[src/rtl/bitwise_lu_seq.sv]
// Sequential bitwise logic unit: applies one of eight logic ops to WIDTH-bit operands
// CHUNK bits per cycle, with zero/parity flags. Optional popcount output via LU_POPCNT_EN.
module bitwise_lu_seq #(
  parameter int WIDTH = 64,
  parameter int CHUNK = 16
) (
  input  logic             clk,
  input  logic             rst_n,
  input  logic             in_valid,
  output logic             in_ready,
  input  logic [2:0]       op,
  input  logic [WIDTH-1:0] a,
  input  logic [WIDTH-1:0] b,
  output logic             out_valid,
  input  logic             out_ready,
  output logic [1:0]       dbg_state,
  output logic [WIDTH-1:0] y,
  output logic             zero,
  output logic             parity
`ifdef LU_POPCNT_EN
  ,
  output logic [$clog2(WIDTH+1)-1:0] popcnt
`endif
);

  localparam int NUM_CHUNKS = WIDTH / CHUNK;
  localparam int IDX_W = (NUM_CHUNKS > 1) ? $clog2(NUM_CHUNKS) : 1;
  localparam logic [IDX_W-1:0] LAST_IDX = IDX_W'(NUM_CHUNKS - 1);

  typedef enum logic [1:0] {
    IDLE = 2'd0,
    BUSY = 2'd1,
    DONE = 2'd2
  } state_t;

  // Handshakes: a transfer happens on a rising edge where valid && ready are both high;
  // valid never depends on ready, and a producer holds its data until the transfer.
  state_t           r_state;
  state_t           w_next_state;
  logic [WIDTH-1:0] r_a;
  logic [WIDTH-1:0] r_b;
  logic [2:0]       r_op;
  logic [IDX_W-1:0] r_idx;
  logic [WIDTH-1:0] r_y;
  logic             r_nz;
  logic             r_zero;
  logic             r_par;
  logic             w_accept;
  logic             w_last;
  int               w_base;
  logic [CHUNK-1:0] w_a_chunk;
  logic [CHUNK-1:0] w_b_chunk;
  logic [CHUNK-1:0] w_chunk;

  always_ff @(posedge clk) begin
    if (!rst_n) r_state <= IDLE;
    else        r_state <= w_next_state;
  end

  always_comb begin
    w_next_state = r_state;
    case (r_state)
      IDLE:    if (in_valid)  w_next_state = BUSY;
      BUSY:    if (w_last)    w_next_state = DONE;
      DONE:    if (out_ready) w_next_state = IDLE;
      default: w_next_state = IDLE;
    endcase
  end

  always_comb begin
    in_ready  = (r_state == IDLE);
    out_valid = (r_state == DONE);
    dbg_state = r_state;
  end

  assign w_accept  = (r_state == IDLE) && in_valid;
  assign w_last    = (r_idx == LAST_IDX);
  assign w_base    = int'(r_idx) * CHUNK;
  assign w_a_chunk = r_a[w_base +: CHUNK];
  assign w_b_chunk = r_b[w_base +: CHUNK];

  always_comb begin
    w_chunk = '0;
    case (r_op)
      3'b000: w_chunk = w_a_chunk & w_b_chunk;
      3'b001: w_chunk = w_a_chunk | w_b_chunk;
      3'b010: w_chunk = w_a_chunk ^ w_b_chunk;
      3'b011: w_chunk = ~(w_a_chunk & w_b_chunk);
      3'b100: w_chunk = ~(w_a_chunk | w_b_chunk);
      3'b101: w_chunk = ~(w_a_chunk ^ w_b_chunk);
      3'b110: w_chunk = w_a_chunk;
      default: w_chunk = ~w_a_chunk;
    endcase
  end

  // zero is registered only on the last chunk so it holds its value after DONE.
  always_ff @(posedge clk) begin
    if (!rst_n) begin
      r_a    <= '0;
      r_b    <= '0;
      r_op   <= '0;
      r_idx  <= '0;
      r_y    <= '0;
      r_nz   <= 1'b0;
      r_zero <= 1'b0;
      r_par  <= 1'b0;
    end else if (w_accept) begin
      r_a    <= a;
      r_b    <= b;
      r_op   <= op;
      r_idx  <= '0;
      r_y    <= '0;
      r_nz   <= 1'b0;
      r_zero <= 1'b0;
      r_par  <= 1'b0;
    end else if (r_state == BUSY) begin
      r_y[w_base +: CHUNK] <= w_chunk;
      r_nz  <= r_nz | (|w_chunk);
      r_par <= r_par ^ (^w_chunk);
      if (w_last) r_zero <= ~(r_nz | (|w_chunk));
      else        r_idx  <= r_idx + 1'b1;
    end
  end

  assign y      = r_y;
  assign zero   = r_zero;
  assign parity = r_par;

`ifdef LU_POPCNT_EN
  localparam int PC_W = $clog2(WIDTH + 1);
  logic [PC_W-1:0] r_popcnt;
  logic [PC_W-1:0] w_chunk_pc;

  always_comb begin
    w_chunk_pc = '0;
    for (int i = 0; i < CHUNK; i++) w_chunk_pc = w_chunk_pc + PC_W'(w_chunk[i]);
  end

  always_ff @(posedge clk) begin
    if (!rst_n)                 r_popcnt <= '0;
    else if (w_accept)          r_popcnt <= '0;
    else if (r_state == BUSY)   r_popcnt <= r_popcnt + w_chunk_pc;
  end

  assign popcnt = r_popcnt;
`endif

endmodule

[config.mk]
export PLATFORM = sky130hd
export DESIGN_NAME = bitwise_lu_seq
export DESIGN_NICKNAME = d
export VERILOG_FILES = /design/src/rtl/bitwise_lu_seq.sv
export SDC_FILE = /design/constraint.sdc
export NUM_CORES = 1
export LEC_CHECK = 0
export CAP_MARGIN = 20
export CORE_ASPECT_RATIO = 0.7
export CORE_UTILIZATION = 48
export DETAILED_ROUTE_END_ITERATION = 16
export PLACE_DENSITY = 0.76
export SETUP_SLACK_MARGIN = 0.3
export SLEW_MARGIN = 10
export SYNTH_ARGS = -nofsm -noshare
export SYNTH_HDL_FRONTEND = slang
export SYNTH_SLANG_ARGS = --single-unit
[constraint.sdc]
create_clock -name clk -period 5.27 [get_ports clk]
set_input_delay 1.054 -clock clk [delete_from_list [all_inputs] [get_ports clk]]
set_output_delay 1.054 -clock clk [all_outputs]
set_load 0.005 [all_outputs]
Word level (Yosys, flattened, before mapping):

Cells that the tools add are included.

* equal/unequal tests: 12
* multiplexer cells: 6
* bitwise operators: 12
* $add $sub $neg: 2
* reduce and logical (&&, ||, !) cells: 9
* shift operators: 4

Operators by type and width (count)
* $shiftx A64 B7 Y16: 2
* $pmux W16 S7: 1
* $bwmux W64: 1
* $not A16 Y16: 4
* $shift A16 B33 Y64 const A: 1
* $shiftx A16 B33 Y64: 1
* $neg A6 Y33: 1
* $and A16 B16 Y16: 1
* $or A16 B16 Y16: 1
* $reduce_or A16 Y1: 1
* $reduce_xor A16 Y1: 1
* $xor A16 B16 Y16: 1
* $eq A3 B3 Y1 const B: 3
* $eq A3 B2 Y1 const B: 2
* $mux W2: 3
* $pmux W2 S3: 1
* $eq A2 B2 Y1 const B: 2
* $ne A2 B2 Y1 const B: 2
* $reduce_and A2 Y1: 2
* $eq A3 B1 Y1 const B: 1
* $logic_not A3 Y1: 1
* $not A1 Y1: 3
* $reduce_and A3 Y1: 1
* $add A2 B1 Y2 const B: 1
* 7 further kinds: 7

* output and inout port bits: 70
* word-level logic and storage cells: 54
* register bits: 202
* input port bits: 135

Logic depth before layout (Yosys ltp):

* word-level depth: 7
* gate-level depth with buffers: 18
* mapped depth without buffers: 14

Worst setup path before layout:

No wires, ideal clock.

* path type: flip-flop to flip-flop
* from: reg r_idx[0]
* to: reg r_par, in the netlist parity
* data required time: 5.151 ns
* setup slack: 1.580 ns
* cell stages (with the launch flop): 19
* setup time: 0.119 ns
* clock period less this slack: 3.690 ns
* buffers on the path: 4
* arrival time: 3.570 ns
* path through: dfxtp_1 buf_4 buf_6 buf_4 buf_4 mux4_2 inv_1 ha_1 nand2b_1 a21o_1 o22ai_1 a2bb2oi_1 inv_1 ha_1 xor2_1 xnor2_1 xnor2_1 nor4_1 o21bai_1

* cells in the longest elaborated chain, start to end: 6
* elaborated cells on any way between the ends: 12
* classes of those cells: shift (2); mux (1); bitwise (8); reduce/logical (1)

Ends and longest elaborated chain
* from (decl): RTL line 43 `logic [IDX_W-1:0] r_idx;`
* from (signal assigned): RTL line 121 `else r_idx <= r_idx + 1'b1;`
* $shiftx A64 B7 Y16 (on tied branches): RTL line 79, 80
* $xor A16 B16 Y16, or another cell as far along: RTL line 87, 90
* $not A16 Y16 (on tied branches): RTL line 90, 88, 89
* $pmux W16 S7 *: RTL line 84 `case (r_op)`
* $reduce_xor A16 Y1 *: RTL line 119 `r_par <= r_par ^ (^w_chunk);`
* $xor A1 B1 Y1 *: RTL line 119
* to (signal assigned): RTL line 119
* to (decl): RTL line 47 `logic r_par;`

Every way passes the cells marked *; elsewhere a longest branch is shown, timed or not.
A chain may end at the register's enable or synchronous reset.

Final worst setup path:

* from: reg r_idx[1]
* to: reg r_par, in the netlist parity

Same word-level chain as after synthesis.

==> key figures <==
Global route
  – First-pass GRT wire length: 40,500 microns
  – Antenna violations before repair: 0
  – All-Layer GR Usage: 0.248
  – GRT overflow: 0
  – Largest net degree at the start of global routing: 95
  – Vias in the first global route: 7,677

STA
  – Max transition margin: 0.235
  – Max-slew violations: 0
  – Max frequency: 246 MHz
  – Fin crit period: 4.07 ns
  – Setup_tns: 0 ns
  – Hold Vio Cnt, Final: 0
  – Final cycle utilization of the critical path: 0.772
  – Final hold slack: 0.459 ns
  – Final setup violating endpoints: 0
  – Layout Skew: 0.00517 ns
  – RSZ-0062 raised after global routing: false
  – Slew @ Worst Pin: 1.14 ns

CTS
  – CTS buffer count: 20
  – CTS Hold Bufs: 0
  – Clk slew on worst S/H paths: 0.06 ns
  – Max clock buf depth: 3
  – CTS tree: yes
  – CTS root buf: clkbuf_16
  – Post-CTS Resized: 0
  – Clk Latency, worst-skew pair: 0.49 ns
  – CTS Sinks: 202
  – Clock H-tree levels: 1
  – # Post-CTS Setup Buffers: 0

Floorplanning
  – Total die area: 0.0209 sq mm
  – Core area: 0.0199 sq mm
  – Die Wd: 172 microns
  – Initial Util: 0.491
  – I/O pin count: 205
  – # rows: 43
  – Chip height: 121 microns

Yosys
  – Cell count after synthesis: 1,052
  – Library cells used by synthesis: 44
  – Top_reg_cell synth: dfxtp_1
  – Yosys reg bits: 202
  – Synth Area per Inst: 9.26 sq um
  – Synth Net Count: 1,232
  – Post-synth EDFFs: 0
  – Sequential-to-total area share from yosys stat: 0.415
  – Async set-reset flop share out of synthesis: 0
  – Warnings, synthesis: 0
  – Area of the mapped netlist: 0.00974 sq mm

Run
  – Maxcap violations: 0

Detailed routing
  – Avg WL per Cell: 17.2 microns
  – DR vias: 8,208
  – Total Wirelength: 25,700 microns
  – First-pass DRT Iterations: 5
  – Post-DR vias/cell: 5.50
  – DRC Markers: 0
  – Post-DRT Antenna Nets: 0
  – DRT iter0 DRCs: 624

Worst setup path
  – FF-to-FF Start: r_idx[1]
  – Max FO, Critical Path: 32
  – Setup crit end kind: flop
  – Worst R2R End: parity
  – Worst path arrival time: 4.44 ns
  – Critical path startpoint category: flop
  – Required @ worst endpoint: 5.65 ns
  – R2r worst-path depth: 13
  – Reg-to-reg slack, setup: 1.20 ns
  – Crit path kind: reg2reg

Worst hold path
  – Hold path depth: 2
  – Hold crit path type: reg2reg
  – Hold Crit Start: r_a[49]
  – Hold EP: r_a[49]

Placed design
  – Gpl congestion: 0.787
  – Area after DPL: 0.0119 sq mm
  – DP HPWL: 18,400 microns
  – Port Buffers: 204
  – DP Cell Count: 1,458

Power
  – Leak Pwr: 4.62 nW
  – Max IR drop VDD: 0.000203 V
  – Pwr/cell area: 300 mW/mm^2

Layout
  – Final Non-Filler Cells: 1,492
  – Commonest non-fill, non-tap cell in the layout: nand2_1
  – N_diodes: 0
  – Final #Nets: 1,391
  – Filler Cell Count: 1,602
  – Final core occ: 0.631
  – Most frequent cells in the layout: nand2_1, clkdlybuf4s50_1, dfxtp_1
  – Synth-to-layout area growth: 28.6%
  – Share of cells above drive strength 1: 0.0786
  – Final instance area: 0.0125 sq mm

Outcome
  – Status: complete, no violations
final cells by class:
type	instances	area, sq um	share of cell area
clock buffer	28	592	0.0472
tap	270	338	0.0270
timing repair buffer	220	2160	0.173
sequential	202	4050	0.323
inverter	51	191	0.0153
multi-input combinational	716	5120	0.409
clock inverter	5	75.1	0.00599
critical path, cell delays in order (launching register included):
cell and delay (ns):
dfxtp_2 0.87, mux4_1 0.74, inv_1 0.09, ha_1 0.15, o22ai_1 0.08, o311a_1 0.36
a21oi_1 0.47, inv_1 0.10, ha_1 0.30, xnor2_1 0.19, xnor2_1 0.17, xnor2_1 0.17
nor4_1 0.06, o21bai_1 0.16
flip-flops by register name, indices dropped and copies added (netlist names):
name       flops
parity         1
y             64
r_b           64
r_idx          2
r_op           3
dbg_state      2
r_a           64
zero           1
r_nz           1
worst max-delay path by stage:
stage                     depth (start not counted)      to  slack [ns]     start
after floorplan                                  18  parity        1.58  r_idx[0]
after global placement                           14  parity        1.30  r_idx[1]
after detailed placement                         14  parity        1.20  r_idx[0]
after CTS                                        14  parity        1.18  r_idx[0]
after global routing                             14  parity        0.96  r_idx[1]
final                                            13  parity        1.20  r_idx[1]
kinds of logic after synthesis:
kind of cell | synth area share
muxes | 0.0902
buffers and inverters | 0.0601
AOI/OAI and AO/OA | 0.228
adders and majority gates | 0.0578
and+or+nand+nor | 0.142
xor gates and xnor gates | 0.00719
DFF | 0.415
power by group:
part / total [mW] / switching, mW / leakage, nW / internal [mW]
clock: 1.46 / 0.581 / 0.331 / 0.876
sequential: 1.66 / 0.0601 / 1.65 / 1.60
combinational: 0.644 / 0.332 / 2.64 / 0.311
total: 3.76 / 0.974 / 4.62 / 2.78
synthesized netlist by cell type (all sizes together) (2+ instances only):
cell type	instances	area, sq um
nand2	288	1090
dfxtp	202	4040
a21boi	147	1100
a22o	64	561
clkbuf	52	196
inv	51	191
ha	45	563
mux4	32	728
buf	31	198
a21oi	22	151
o22ai	17	106
nand3b	16	120
mux2i	15	150
o211ai	15	113
o311a	15	150
nor2	6	22.5
xnor2	6	52.6
nand2b	3	18.8
nor4	3	25.0
and2	2	12.5
nand3	2	10.0
nand4b	2	17.5
nor2b	2	12.5
nor3	2	15.0
xor2	2	17.5
routing by layer:
layer	GRT usage	vias to the layer above	share of wire
met2	0.371	323	0.42
li1	-	3976	-
met3	0.0444	43	0.068
met1	0.365	3866	0.48
met4	0.0647	0	0.024
met5	0	-	0
through the flow:
stage               power (mW)  setup slack, ns
floorplan                 2.09             1.58
global placement          2.31             1.30
detailed placement        2.33             1.20
CTS                       3.77             1.18
global route              3.91            0.958
finish                    3.76             1.20
No activity file was read; power rests on OpenSTA's default activity.
